File: src/rtl/bscan_dr_controller.sv
// JTAG user-DR controller: 8-bit scans upload bytes into a FWFT FIFO, longer scans read back
// the solver result LSB-first. Optional status byte in readback: define BSCAN_DR_STATUS_EN.
module bscan_dr_controller #(
    parameter int unsigned RESULT_WIDTH = 16,
    parameter int unsigned FIFO_DEPTH   = 16
) (
    input  logic                    tck,
    input  logic                    rst_n,
    input  logic                    test_logic_reset,
    input  logic                    ir_is_user,
    input  logic                    capture_dr,
    input  logic                    shift_dr,
    input  logic                    update_dr,
    input  logic                    tdi,
    output logic                    tdo,
    output logic [7:0]              byte_data,
    output logic                    byte_valid,
    input  logic                    byte_ready,
    input  logic [RESULT_WIDTH-1:0] result_data,
    input  logic                    result_valid,
    output logic                    overflow
);

    localparam int unsigned WBase = (RESULT_WIDTH > 8) ? RESULT_WIDTH : 8;
`ifdef BSCAN_DR_STATUS_EN
    localparam int unsigned W = WBase + 8;
`else
    localparam int unsigned W = WBase;
`endif
    localparam int unsigned AW = (FIFO_DEPTH > 1) ? $clog2(FIFO_DEPTH) : 1;
    localparam int unsigned CW = AW + 1;
    localparam logic [CW-1:0] DepthVal = CW'(FIFO_DEPTH);

    typedef enum logic [0:0] {StIdle, StScan} state_e;

    state_e          state_q, state_d;
    logic [W-1:0]    sr_q, sr_d, cap_val;
    logic [5:0]      bit_cnt_q, bit_cnt_d;
    logic            load, shift, commit;

    logic [7:0]      mem [FIFO_DEPTH];
    logic [AW-1:0]   wr_ptr_q, wr_ptr_d, rd_ptr_q, rd_ptr_d;
    logic [CW-1:0]   count_q, count_d;
    logic            overflow_q, overflow_d;
    logic            empty, full, pop, push_ok;

    assign empty   = (count_q == '0);
    assign full    = (count_q == DepthVal);
    assign pop     = ~empty & byte_ready;
    // Fullness is judged before the same-cycle pop, so a push into a full FIFO is dropped.
    assign push_ok = commit & ~full;

    // ---------------- Scan FSM ----------------
    always_ff @(posedge tck or negedge rst_n) begin
        if (!rst_n) begin
            state_q <= StIdle;
        end else if (test_logic_reset) begin
            state_q <= StIdle;
        end else begin
            state_q <= state_d;
        end
    end

    always_comb begin
        state_d = state_q;
        if (!ir_is_user) begin
            state_d = StIdle;
        end else begin
            case (state_q)
                StIdle:  if (capture_dr) state_d = StScan;
                StScan:  if (update_dr && !capture_dr) state_d = StIdle;
                default: state_d = StIdle;
            endcase
        end
    end

    always_comb begin
        load   = 1'b0;
        shift  = 1'b0;
        commit = 1'b0;
        if (ir_is_user) begin
            case (state_q)
                StIdle: load = capture_dr;
                StScan: begin
                    load   = capture_dr;
                    shift  = shift_dr & ~capture_dr;
                    commit = update_dr & ~capture_dr & (bit_cnt_q == 6'd8);
                end
                default: ;
            endcase
        end
    end

    // ---------------- Shift register and bit counter ----------------
    always_comb begin
        cap_val = '0;
        cap_val[RESULT_WIDTH-1:0] = result_data;
`ifdef BSCAN_DR_STATUS_EN
        cap_val[RESULT_WIDTH +: 8] = {5'b0, empty, overflow_q, result_valid};
`endif
    end

`ifndef BSCAN_DR_STATUS_EN
    logic unused_result_valid;
    assign unused_result_valid = result_valid;
`endif

    always_comb begin
        sr_d      = sr_q;
        bit_cnt_d = bit_cnt_q;
        if (load) begin
            sr_d      = cap_val;
            bit_cnt_d = '0;
        end else if (shift) begin
            sr_d = {tdi, sr_q[W-1:1]};
            if (bit_cnt_q != 6'd63) bit_cnt_d = bit_cnt_q + 6'd1;
        end
    end

    // ---------------- Upload FIFO ----------------
    always_comb begin
        wr_ptr_d   = push_ok ? wr_ptr_q + AW'(1) : wr_ptr_q;
        rd_ptr_d   = pop ? rd_ptr_q + AW'(1) : rd_ptr_q;
        count_d    = count_q;
        if (push_ok && !pop) begin
            count_d = count_q + CW'(1);
        end else if (!push_ok && pop) begin
            count_d = count_q - CW'(1);
        end
        overflow_d = overflow_q | (commit & full);
    end

    always_ff @(posedge tck or negedge rst_n) begin
        if (!rst_n) begin
            sr_q       <= '0;
            bit_cnt_q  <= '0;
            wr_ptr_q   <= '0;
            rd_ptr_q   <= '0;
            count_q    <= '0;
            overflow_q <= 1'b0;
        end else if (test_logic_reset) begin
            sr_q       <= '0;
            bit_cnt_q  <= '0;
            wr_ptr_q   <= '0;
            rd_ptr_q   <= '0;
            count_q    <= '0;
            overflow_q <= 1'b0;
        end else begin
            sr_q       <= sr_d;
            bit_cnt_q  <= bit_cnt_d;
            wr_ptr_q   <= wr_ptr_d;
            rd_ptr_q   <= rd_ptr_d;
            count_q    <= count_d;
            overflow_q <= overflow_d;
        end
    end

    // Storage needs no reset: the read side is masked while empty.
    always_ff @(posedge tck) begin
        if (push_ok && !test_logic_reset) begin
            mem[wr_ptr_q] <= sr_q[W-1 -: 8];
        end
    end

    assign tdo        = sr_q[0];
    assign byte_valid = ~empty;
    assign byte_data  = empty ? 8'h00 : mem[rd_ptr_q];
    assign overflow   = overflow_q;

endmodule

File: config.mk
export PLATFORM = sky130hd
export DESIGN_NAME = bscan_dr_controller
export DESIGN_NICKNAME = d
export VERILOG_FILES = /design/src/rtl/bscan_dr_controller.sv
export SDC_FILE = /design/constraint.sdc
export NUM_CORES = 1
export LEC_CHECK = 0
export ABC_AREA = 1
export CAP_MARGIN = 20
export CORE_MARGIN = 5
export CORE_UTILIZATION = 40
export DETAILED_ROUTE_END_ITERATION = 8
export PLACE_DENSITY_LB_ADDON = 0.1
export SYNTH_ARGS = -nofsm -noshare
export SYNTH_HDL_FRONTEND = slang
export SYNTH_SLANG_ARGS = --single-unit
File: constraint.sdc
create_clock -name tck -period 4.1 [get_ports tck]
set_input_delay 0.615 -clock tck [delete_from_list [all_inputs] [get_ports tck]]
set_output_delay 0.615 -clock tck [all_outputs]
set_load 0.005 [all_outputs]
# == Word level (Yosys, flattened, before mapping) ==
# Memories as Yosys holds them, arrays and structs flattened.
# Index checks and enable logic that the tools add are counted.
# word_totals
regBits,37
mem_bits_rw,128
inputBits,26
out_inout_bits,11
memories,1
# mem_list
name,words,width,read_ports,rd_ports_with_merged_regs,write_ports,line,source
mem,16,8,1,0,1,41,logic [7:0] mem [FIFO_DEPTH];
# classes
n_addsub,5
eq_ne,3
n_mux,28
bitwise_logic,11
n_reduce_logical,15
# ops
op,n
two-way mux 16 bit,3
two-way mux 6 bit,4
two-way mux 4 bit,4
two-way mux 5 bit,3
two-way mux 1 bit,12
nonzero test 3 bit,3
"adder 4 x 1 -> 4 bit, second input constant",2
two-way mux 8 bit,1
"adder 6 x 1 -> 6 bit, second input constant",1
bitwise AND 1 bit,6
"== test 6 x 4 -> 1 bit, second input constant",1
"inequality test 6 bit, second input constant",1
"adder 5 x 1 -> 5 bit, second input constant",1
"== test 5 bit, second input constant",1
logical NOT 5 bit,1
"subtractor 5 x 1 -> 5 bit, second input constant",1
logical AND 1 bit,4
logical NOT 1 bit,4
NOT 1 bit,4
nonzero test 2 bit,2
case mux 1 bit (2 select lines),1
AND reduction 2 bit,1
bitwise OR 1 bit,1

# == Depth between registers and ports, before layout ==
# logic_depth
ltp_word,11
ltp_mapped,13
ltp_nobuf,13

# == Least setup slack after synthesis ==
# OpenSTA, ideal clock, no wires.
# synth_path
path_kind,input port to flip-flop
start,input capture_dr
end,register count_q[4]
arrival_time_ps,1998
required_time_ps,3983
setup_slack_ps,1985
cell_stages,9
cell_sequence,nor2_1 nand3_2 nor2_8 nand3_4 fa_1 a31oi_1 nand3_1 nand3_1 nand2_1
# synth_between
elab_chain_cells,9
elab_cells_between_ends,12
classes_between,mux: 4; bitwise: 4; reduce/logical: 4
# synth_lines
element,line,source
start: declaration,11,"input logic capture_dr,"
NOT 1 bit *,87,commit = update_dr & ~capture_dr & (bit_cnt_q == 6'd8);
bitwise AND 1 bit * (2 in a row),87,
two-way mux 1 bit *,82,case (state_q)
two-way mux 1 bit *,81,if (ir_is_user) begin
bitwise AND 1 bit *,51,assign push_ok = commit & ~full;
logical AND 1 bit / logical NOT 1 bit (equally long branches),"125, 127",
two-way mux 5 bit / logical AND 1 bit (equally long branches),"125, 127",
two-way mux 5 bit / nonzero test 3 bit (equally long branches),n/a,
end signal: assignment,153,count_q <= count_d;
end: declaration,43,"logic [CW-1:0] count_q, count_d;"
# Every way passes the cells marked *; elsewhere a longest branch is shown, timed or not.
# A chain may end at the register's enable or synchronous reset.

# == Worst setup path in the final report ==
# layout_path
start,register rd_ptr_q[0]
end,output byte_data[4]
# layout_between
elab_chain_cells,2
# layout_lines
element,line,source
start: declaration,42,"logic [AW-1:0] wr_ptr_q, wr_ptr_d, rd_ptr_q, rd_ptr_d;"
start signal: assignment,152,rd_ptr_q <= rd_ptr_d;
memory read (16 x 8 bit),n/a,
two-way mux 8 bit,167,assign byte_data = empty ? 8'h00 : mem[rd_ptr_q];
end: declaration,16,"output logic [7:0] byte_data,"
# Every way passes these cells.

==> reports/summary.txt <==
Outcome = complete, no violations
CP Launch Type = register
CTS tree = done
Drt via density = 5.19
Crit path kind = reg2out
LEAKAGE = 3.11 nW
Post-synth top flop = edfxtp_1
H-tree depth = 4
# diodes = 0
Area growth from synthesis to layout = 15.9%
Crit. End Element = primary output
Fin nets = 710
Final wirelength = 16300 µm
Worst-Skew Late Latency = 430 ps
Area share of the largest cell type after synthesis = 0.532
Cell area after layout = 8380 µm²
Initial antenna violation count = 0
Commonest cells after routing, fill and taps aside = edfxtp_1, nor2_1, nand2_1
Die Wd = 144 µm
# rows = 49
Pwr Total = 4.54 mW
Avg Inst Size Synth = 11.4 µm²
FF+latch count, synth = 165
Pwr per Cell Area = 543 nW/µm²
WP data required = 3480 ps
Die height = 144 µm
Final setup vio count = 0
Total Routing Usage GR = 0.167
Crit-path max FO = 28
Core Region = 17900 µm²
Post-CTS Setup Bufs = 0
Hold Buf Count CTS = 0
Clock buffer depth = 2
Async SR Flop Fraction = 0.224
Total grt overflow = 0
First-pass GRT wire length = 26100 µm
Peak supply drop = 0.292 mV
Largest area contributor in the netlist = edfxtp_1
Vias after detailed routing = 4746
RSZ-0062 raised after global routing = no
Placed cell areas = 7810 µm²
Post-synthesis cell count = 636
WL/cell = 17.9 µm
IO Port Bufs = 35
ANT nets after route = 0
Min Tclk post-route = 3440 ps
Root buf cell = clkbuf_16
DP Wirelength = 10400 µm
Number of global-route vias before repair = 4702
# clock sinks = 165
I/O pins = 37
Most common cell after layout, fill and taps aside = edfxtp_1
Highest Clock Rate = 291 MHz
WP data arrival = 2820 ps
Post-synth EDFFs = 128
Sequential area share after synthesis = 0.660
Post-cts resize count = 0
FF-to-FF path depth = 8
Worst setup margin = 663 ps
Pre-CTS setup slack = 1040 ps
Share of layout cells above drive strength 1 = 0.112
Clock slew seen by the registers of the worst setup and hold paths = 70 ps
Hold Slack = 303 ps
Max-Cap Viols = 0
Detailed-route DRC error count = 0
Unique masters post-synth = 41
Die ar. = 20900 µm²
Final setup skew = 7.85 ps
Worst min path class = in2async
Drt pass-1 iters = 5
Setup TNS = 0 ps
Synth Cell Area = 7230 µm²
Hold Fails Final Rpt = 0
Fin. max-slew vios = 0
Placer congestion estimate = 0.743
Initial Util = 0.404
Cts bufs inserted = 17
Fin crit share = 0.838
Syn Nets = 674
Fillers = 1636
Max_slew headroom = 0.386
Pin count of the biggest net entering global routing = 38
Worst-margin pin slew = 917 ps
Initial DRC Count = 299
Yosys warns = 0
Synth top area cells = edfxtp_1, dfrtp_1, nor2_1
## path summary, 6_finish.rpt
kind / from / endpoint / slack [ps]
setup reg to reg: bit_cnt_q[0] / mem[10][4] / 1730
hold reg to reg: sr_q[4] / sr_q[4] / 490
hold / removal: rst_n / sr_q[4] / 300
max in group asynchronous: rst_n / rd_ptr_q[0] / 3180
setup / recovery: rd_ptr_q[0] / byte_data[4] / 660
min in group tck: sr_q[4] / sr_q[4] / 490
## metrics by stage
step	std cells	util
detailed placement	882	0.436
floorplan	636	-
finish	914	0.468
global placement	882	0.436
global route	914	0.468
CTS	914	0.468
## where the power goes
group | total, mW | switching, mW | internal [mW]
Clock | 1.53 | 0.681 | 0.849
Combinational | 1.05 | 0.626 | 0.425
Sequential | 1.96 | 0.102 | 1.86
Total | 4.54 | 1.41 | 3.13
## synth_stat cells (5+ instances only)
library cell  count
dfrtp_1          37
edfxtp_1        128
nand2_4           5
ha_1             11
buf_4             5
o211ai_1         17
mux2i_1          12
inv_2             9
o22ai_1          14
inv_1            21
buf_2            14
nand2_1          71
a21oi_1          15
nand2_2           5
o21ai_0          55
nand3_1          26
nor2_1          113
o21ai_1          36
clkbuf_1          6
## worst max-delay path, cell delays in order, from the launching register on
cell and delay, ps:
dfrtp_2 620, buf_4 380, o21ai_0 150, o22ai_1 200, nand2_1 80, nand2_1 120
nand2_1 80, a21oi_1 210, clkdlybuf4s50_1 550
## logic make-up after synthesis
| family | share of synthesized area |
|---|---|
| and+or+nand+nor | 0.145 |
| DFF | 0.660 |
| AOI/OAI and AO/OA | 0.117 |
| buffers and inverters | 0.0370 |
| muxes | 0.0166 |
| adders and majority gates | 0.0218 |
| xor gates and xnor gates | 0.00364 |
## layout make-up
class	count	area, µm²	area share
clock buffers	17	425	0.0508
clock inverters	15	143	0.0170
inverters	33	125	0.0149
multi-input cells	410	2190	0.262
flip-flops and latches	165	4770	0.570
well taps	229	287	0.0342
repair buffers	45	433	0.0517
## metal layers
| metal | GRT usage | part of all wire | vias up |
|---|---|---|---|
| li1 | - | - | 2317 |
| met1 | 0.235 | 0.47 | 2300 |
| met2 | 0.258 | 0.47 | 113 |
| met3 | 0.0334 | 0.048 | 16 |
| met4 | 0.0614 | 0.018 | 0 |
| met5 | 0 | 0 | - |
## flip-flops by register name, indices dropped and copies added, names as in the netlist
signal,cells
count_q,5
rd_ptr_q,4
sr_q,16
state_q,1
mem,128
overflow,1
bit_cnt_q,6
wr_ptr_q,4
(Power assumes the default switching activity.)
